<file path="src/rtl/mem_port_arbiter_pkg.sv">
`default_nettype none
// ============================================================================
// Module   : arbiter_types (package)
// Brief    : Shared state encoding and default widths for mem_port_arbiter.
// Revision : 1.0 - initial release
// ============================================================================
package arbiter_types;

    localparam int c_DEFAULT_LINE_WIDTH = 256;
    localparam int c_DEFAULT_ADDR_WIDTH = 32;

    // Grant FSM: idle, instruction side owns the port, data side owns the port
    typedef enum logic [1:0] {
        ARB_IDLE = 2'd0,
        ARB_I    = 2'd1,
        ARB_D    = 2'd2
    } arb_state_t;

endpackage
`default_nettype wire

</file>
<file path="src/rtl/mem_port_arbiter_starve_ctr.sv">
`default_nettype none
// ============================================================================
// Module   : arb_starve_ctr
// Brief    : Saturating counter of consecutive D grants taken while I waits.
//            Only instantiated when ARB_STARVE_GUARD_EN is defined.
// Revision : 1.0 - initial release
// ============================================================================
module arb_starve_ctr #(
    parameter int LIMIT = 4
) (
    input  logic clk,
    input  logic rst,
    input  logic inc,
    input  logic clr,
    output logic at_limit
);

    localparam int                c_CW    = $clog2(LIMIT + 1);
    localparam logic [c_CW-1:0]   c_LIMIT = c_CW'(LIMIT);

    logic [c_CW-1:0] r_count;

    // Clear wins over increment; the count holds once it reaches LIMIT
    always_ff @(posedge clk) begin
        if (rst || clr) begin
            r_count <= '0;
        end else if (inc && (r_count != c_LIMIT)) begin
            r_count <= r_count + 1'b1;
        end
    end

    assign at_limit = (r_count == c_LIMIT);

endmodule
`default_nettype wire

</file>
<file path="src/rtl/mem_port_arbiter.sv">
`default_nettype none
// ============================================================================
// Module   : mem_port_arbiter
// Brief    : Shares one physical-memory port between the I-cache and D-cache
//            miss ports. One owner per transaction, D wins ties, no
//            preemption. Optional starvation guard (macro ARB_STARVE_GUARD_EN)
//            forces an I grant after STARVE_LIMIT consecutive D grants
//            taken while I was waiting.
// Revision : 1.0 - initial release
// ============================================================================
module mem_port_arbiter
    import arbiter_types::*;
#(
    parameter int LINE_WIDTH   = c_DEFAULT_LINE_WIDTH,
    parameter int ADDR_WIDTH   = c_DEFAULT_ADDR_WIDTH
`ifdef ARB_STARVE_GUARD_EN
    ,
    parameter int STARVE_LIMIT = 4
`endif
) (
    input  logic                  clk,
    input  logic                  rst,

    input  logic                  i_pmem_read,
    input  logic                  i_pmem_write,
    input  logic [ADDR_WIDTH-1:0] i_pmem_address,
    input  logic [LINE_WIDTH-1:0] i_pmem_wdata,
    output logic [LINE_WIDTH-1:0] i_pmem_rdata,
    output logic                  i_pmem_resp,

    input  logic                  d_pmem_read,
    input  logic                  d_pmem_write,
    input  logic [ADDR_WIDTH-1:0] d_pmem_address,
    input  logic [LINE_WIDTH-1:0] d_pmem_wdata,
    output logic [LINE_WIDTH-1:0] d_pmem_rdata,
    output logic                  d_pmem_resp,

    output logic                  pmem_read,
    output logic                  pmem_write,
    output logic [ADDR_WIDTH-1:0] pmem_address,
    output logic [LINE_WIDTH-1:0] pmem_wdata,
    input  logic [LINE_WIDTH-1:0] pmem_rdata,
    input  logic                  pmem_resp
);

    arb_state_t r_state;
    arb_state_t w_state_next;

    logic w_i_req;
    logic w_d_req;
    logic w_force_i;

    assign w_i_req = i_pmem_read | i_pmem_write;
    assign w_d_req = d_pmem_read | d_pmem_write;

`ifdef ARB_STARVE_GUARD_EN
    logic w_ctr_inc;
    logic w_ctr_clr;
    logic w_at_limit;

    // Count D grants that bypass a waiting I; clear once I gets in or stops asking
    assign w_ctr_inc = (r_state == ARB_IDLE) && (w_state_next == ARB_D) && w_i_req;
    assign w_ctr_clr = (r_state == ARB_IDLE) && ((w_state_next == ARB_I) || !w_i_req);
    assign w_force_i = w_at_limit && w_i_req;

    arb_starve_ctr #(
        .LIMIT    (STARVE_LIMIT)
    ) u_starve_ctr (
        .clk      (clk),
        .rst      (rst),
        .inc      (w_ctr_inc),
        .clr      (w_ctr_clr),
        .at_limit (w_at_limit)
    );
`else
    assign w_force_i = 1'b0;
`endif

    // Grant state register
    always_ff @(posedge clk) begin
        if (rst) begin
            r_state <= ARB_IDLE;
        end else begin
            r_state <= w_state_next;
        end
    end

    // Next-state selection and downstream/upstream routing for the current owner
    always_comb begin
        w_state_next = r_state;
        pmem_read    = 1'b0;
        pmem_write   = 1'b0;
        pmem_address = '0;
        pmem_wdata   = '0;
        i_pmem_rdata = '0;
        d_pmem_rdata = '0;
        i_pmem_resp  = 1'b0;
        d_pmem_resp  = 1'b0;

        case (r_state)
            ARB_IDLE: begin
                if (w_d_req && !w_force_i) begin
                    w_state_next = ARB_D;
                end else if (w_i_req) begin
                    w_state_next = ARB_I;
                end
            end
            ARB_I: begin
                pmem_read    = i_pmem_read;
                pmem_write   = i_pmem_write;
                pmem_address = i_pmem_address;
                pmem_wdata   = i_pmem_wdata;
                i_pmem_rdata = pmem_rdata;
                d_pmem_rdata = pmem_rdata;
                i_pmem_resp  = pmem_resp;
                if (pmem_resp) begin
                    w_state_next = ARB_IDLE;
                end
            end
            ARB_D: begin
                pmem_read    = d_pmem_read;
                pmem_write   = d_pmem_write;
                pmem_address = d_pmem_address;
                pmem_wdata   = d_pmem_wdata;
                i_pmem_rdata = pmem_rdata;
                d_pmem_rdata = pmem_rdata;
                d_pmem_resp  = pmem_resp;
                if (pmem_resp) begin
                    w_state_next = ARB_IDLE;
                end
            end
            default: begin
                w_state_next = ARB_IDLE;
            end
        endcase
    end

endmodule
`default_nettype wire

</file>
<file path="config.mk">
export PLATFORM = sky130hd
export DESIGN_NAME = mem_port_arbiter
export DESIGN_NICKNAME = d
export VERILOG_FILES = /design/src/rtl/mem_port_arbiter_pkg.sv /design/src/rtl/mem_port_arbiter_starve_ctr.sv /design/src/rtl/mem_port_arbiter.sv
export SDC_FILE = /design/constraint.sdc
export NUM_CORES = 1
export LEC_CHECK = 0
export ABC_AREA = 1
export CAP_MARGIN = 20
export CORE_AREA = 4 4 632 634
export DETAILED_ROUTE_END_ITERATION = 7
export DIE_AREA = 0 0 636 638
export PLACE_DENSITY = 0.3
export SLEW_MARGIN = 20
export SYNTH_ARGS = -nofsm -noshare
export SYNTH_HDL_FRONTEND = slang
export SYNTH_HIERARCHICAL = 1
export SYNTH_SLANG_ARGS = --single-unit
</file>
<file path="constraint.sdc">
create_clock -name clk -period 1.75 [get_ports clk]
set_input_delay 0.35 -clock clk [delete_from_list [all_inputs] [get_ports clk]]
set_output_delay 0.35 -clock clk [all_outputs]
set_load 0.05 [all_outputs]
</file>
==> metrics.md <==
| Metric | Value |
|---|---|
| Area leader, netlist | nand2_1 |
| Comb power frac | 0.988 |
| Clock Latency Late Sink | 0.22 ns |
| Final Hold Viols | 0 |
| Clock Pin Slew Worst Setup and Hold Paths | 0.03 ns |
| Max FFs per register | 2 |
| Largest family of logic cells by synthesized area | buffers and inverters |
| Final Skew | 0.00471 ns |
| Core area | 394000 um^2 |
| Starting Density | 0.0221 |
| Largest fanout on the critical path | 16 |
| Largest net degree at the start of global routing | 52 |
| Grt total ovfl | 0 |
| Commonest non-fill, non-tap cell in the layout | buf_12 |
| Synth Area in Compound Gates | 0.211 |
| CP max stage delay | 0.40 ns |
| Crit path kind | register to output pin |
| WP data required | 1.40 ns |
| DIE WIDTH | 636 um |
| Clock sink total | 2 |
| First-pass GRT wire length | 374000 um |
| Top flop regs | r_state (2) |
| Top reg by flops | r_state |
| Layout cell share with drive strength beyond 1 | 0.530 |
| Type of origin of the critical path | register |
| WL per Instance | 38.2 um |
| P_sw | 0.0198 W |
| Crit path top cell by count | buf_12 |
| Failing checks | setup timing |
| Max-Cap Viols | 0 |
| H-tree levels | 1 |
| Mapped Area | 8710 um^2 |
| CP cell instances | inv_4 -> ha_4 -> inv_8 -> buf_12 -> clkbuf_16 -> a21oi_4 -> buf_6 -> buf_12 |
| Full die area | 406000 um^2 |
| Synth top area cells | nand2_1 (36%), buf_4 (22%), inv_1 (11%) |
| Leak Pwr | 14.4 nW |
| Initial DRC count | 1131 |
| Site row count | 231 |
| Hold Crit Class | register to register |
| Slew Viols, Final | 0 |
| Post-place setup slack | -0.862 ns |
| Worst hold slack | 0.624 ns |
| Endpoints failing setup | 804 |
| Final standard cell area without fillers | 44800 um^2 |
| Clock power share | 0.010 |
| Sequential area share after synthesis | 0.00459 |
| Post-route DRC | 0 |
| Buffers on Ports | 1642 |
| Switching share of total power | 0.586 |
| CTS tree | yes |
| PnR worst setup slack | -0.687 ns |
| GPL Wtd Cong | 0.917 |
| Syn Inst Count | 1790 |
| Sequential share of power | 0.002 |
| Vias | 19500 |
| Syn_nets | 2632 |
| Overall Global Routing Usage | 0.155 |
| Synth Area in Adders | 0.00431 |
| Slew headroom | 0.656 |
| Commonest cells after routing, fill and taps aside | buf_12 (866), clkdlybuf4s50_1 (838), nand2_1 (656), clkinvlp_4 (246), buf_4 (191) |
| Final nets | 4220 |
| Number of global-route vias before repair | 19500 |
| Yosys reg bits | 2 |
| DRT Pass-1 Iters | 5 |
| P_int | 0.0140 W |
| Period minus WS final | 2.44 ns |
| Antenna Violating Nets Remaining | 0 |
| RSZ-0062 raised after global routing | true |
| Mux share of post-synthesis cell area | 0 |
| Fin util | 0.114 |
| Max Root-Sink Buffers | 2 |
| Outcome | finished, violations left |
| XOR/XNOR share of the synthesized area | 0 |
| Worst-Margin Slew | 0.514 ns |
| YS warnings | 6 |
| Peak Freq | 0.410 GHz |
| Proportion of netlist area held by the largest area contributor | 0.364 |
| Initial antenna violation count | 361 |
| CTS Buf Count | 3 |
| Total wire length | 331000 um |
| Crit path DAT | 2.09 ns |
| Final period util | 1.39 |
| Height of the die | 638 um |
| Fillers | 45200 |
| Post-DP Area | 41600 um^2 |
| Max VDD drop | 246 uV |
| Post-synthesis cell type count | 14 |
| I/O pin cnt | 1643 |
| P&R area growth vs syn | 414% |
| Crit-path slowest cell | ha_4 |
| Vias per cell | 2.25 |
| Power Density | 756 nW/um^2 |
| Root Driver | clkbuf_16 |
| Post-Synth Simple-Gate Area | 0.365 |
| HPWL after DPL | 318000 um |
| Worst setup EP type | output pin |
| Post-synthesis area per instance | 4.87 um^2 |
logic make-up after synthesis:
group	after synthesis
AO/OA/AOI/OAI	292
adder cells (fa/ha/maj)	3
buffers and inverters	646
flip-flops	2
AND/OR/NAND/NOR	847
layout make-up:
cell class | count | area, um^2 | share of cell area
Antenna cell | 53 | 133 | 0.00296
Sequential cell | 2 | 45.0 | 0.00101
Multi-Input combinational cell | 1142 | 7570 | 0.169
Inverter | 265 | 1940 | 0.0432
Tap cell | 5242 | 6560 | 0.146
Timing Repair Buffer | 1964 | 28500 | 0.636
Clock buffer | 3 | 75.1 | 0.00168
routing by layer:
layer	routed length (um)	vias up	track usage
li1	-	8315	-
met1	119000	8973	0.162
met2	154000	1395	0.262
met3	50600	621	0.110
met4	5990	244	0.0123
met5	1590	-	0
Yosys cell counts:
cell and number:
a21oi_1 192, a21oi_2 100, buf_2 112, buf_4 256, buf_6 12, clkbuf_1 1, dfxtp_1 2, ha_1 3
inv_1 264, inv_2 1, nand2_1 844, nand3_1 1, nand3b_1 1, nor2_1 1
power groups by stage:
stage | registers (W) | logic, W | clock network (W)
finish | 0.0000586 | 0.0335 | 0.000346
floorplan | 0.0000575 | 0.0146 | 0
global route | 0.0000588 | 0.0347 | 0.000360
detailed placement | 0.0000589 | 0.0314 | 0
global placement | 0.0000589 | 0.0314 | 0
CTS | 0.0000590 | 0.0329 | 0.000352
worst paths after layout:
kind | start | to | slack (ns) | cells after the start
setup / recovery | r_state[0]$_SDFFE_PP0P_ | pmem_wdata[219] | -0.69 | 8
hold / removal | r_state[0]$_SDFFE_PP0P_ | r_state[0]$_SDFFE_PP0P_ | 0.62 | 3
setup reg to reg | r_state[0]$_SDFFE_PP0P_ | r_state[1]$_SDFFE_PP0P_ | 0.38 | 6
hold reg to reg | r_state[0]$_SDFFE_PP0P_ | r_state[0]$_SDFFE_PP0P_ | 0.62 | 3
through the flow:
| step | total power, W | setup TNS, ns | instances |
|---|---|---|---|
| after floorplan | 0.0146 | -140.07 | 1790 |
| after global placement | 0.0315 | -367.94 | 8549 |
| after detailed placement | 0.0314 | -346.65 | 8549 |
| final | 0.0339 | -432.62 | 8671 |
| after global routing | 0.0352 | -503.96 | 8632 |
| after CTS | 0.0333 | -499.97 | 8583 |
critical path: cells and delay by family, from the launching register on:
| family | cells | cell delay [ns] |
|---|---|---|
| buffers and inverters | 6 | 0.78 |
| adders and majority gates | 1 | 0.40 |
| DFF | 1 | 0.35 |
| AOI/OAI and AO/OA | 1 | 0.22 |
what timing repair did:
action | CTS | global route
buffers inserted | 22 | 18
gates cloned | 9 | 18
hold buffers | 0 | 0
resized for setup | 223 | 187
pin swaps | 4 | 4
endpoints found under the setup margin | 804 | 804
Note: power is estimated with default switching activity, not from simulation.
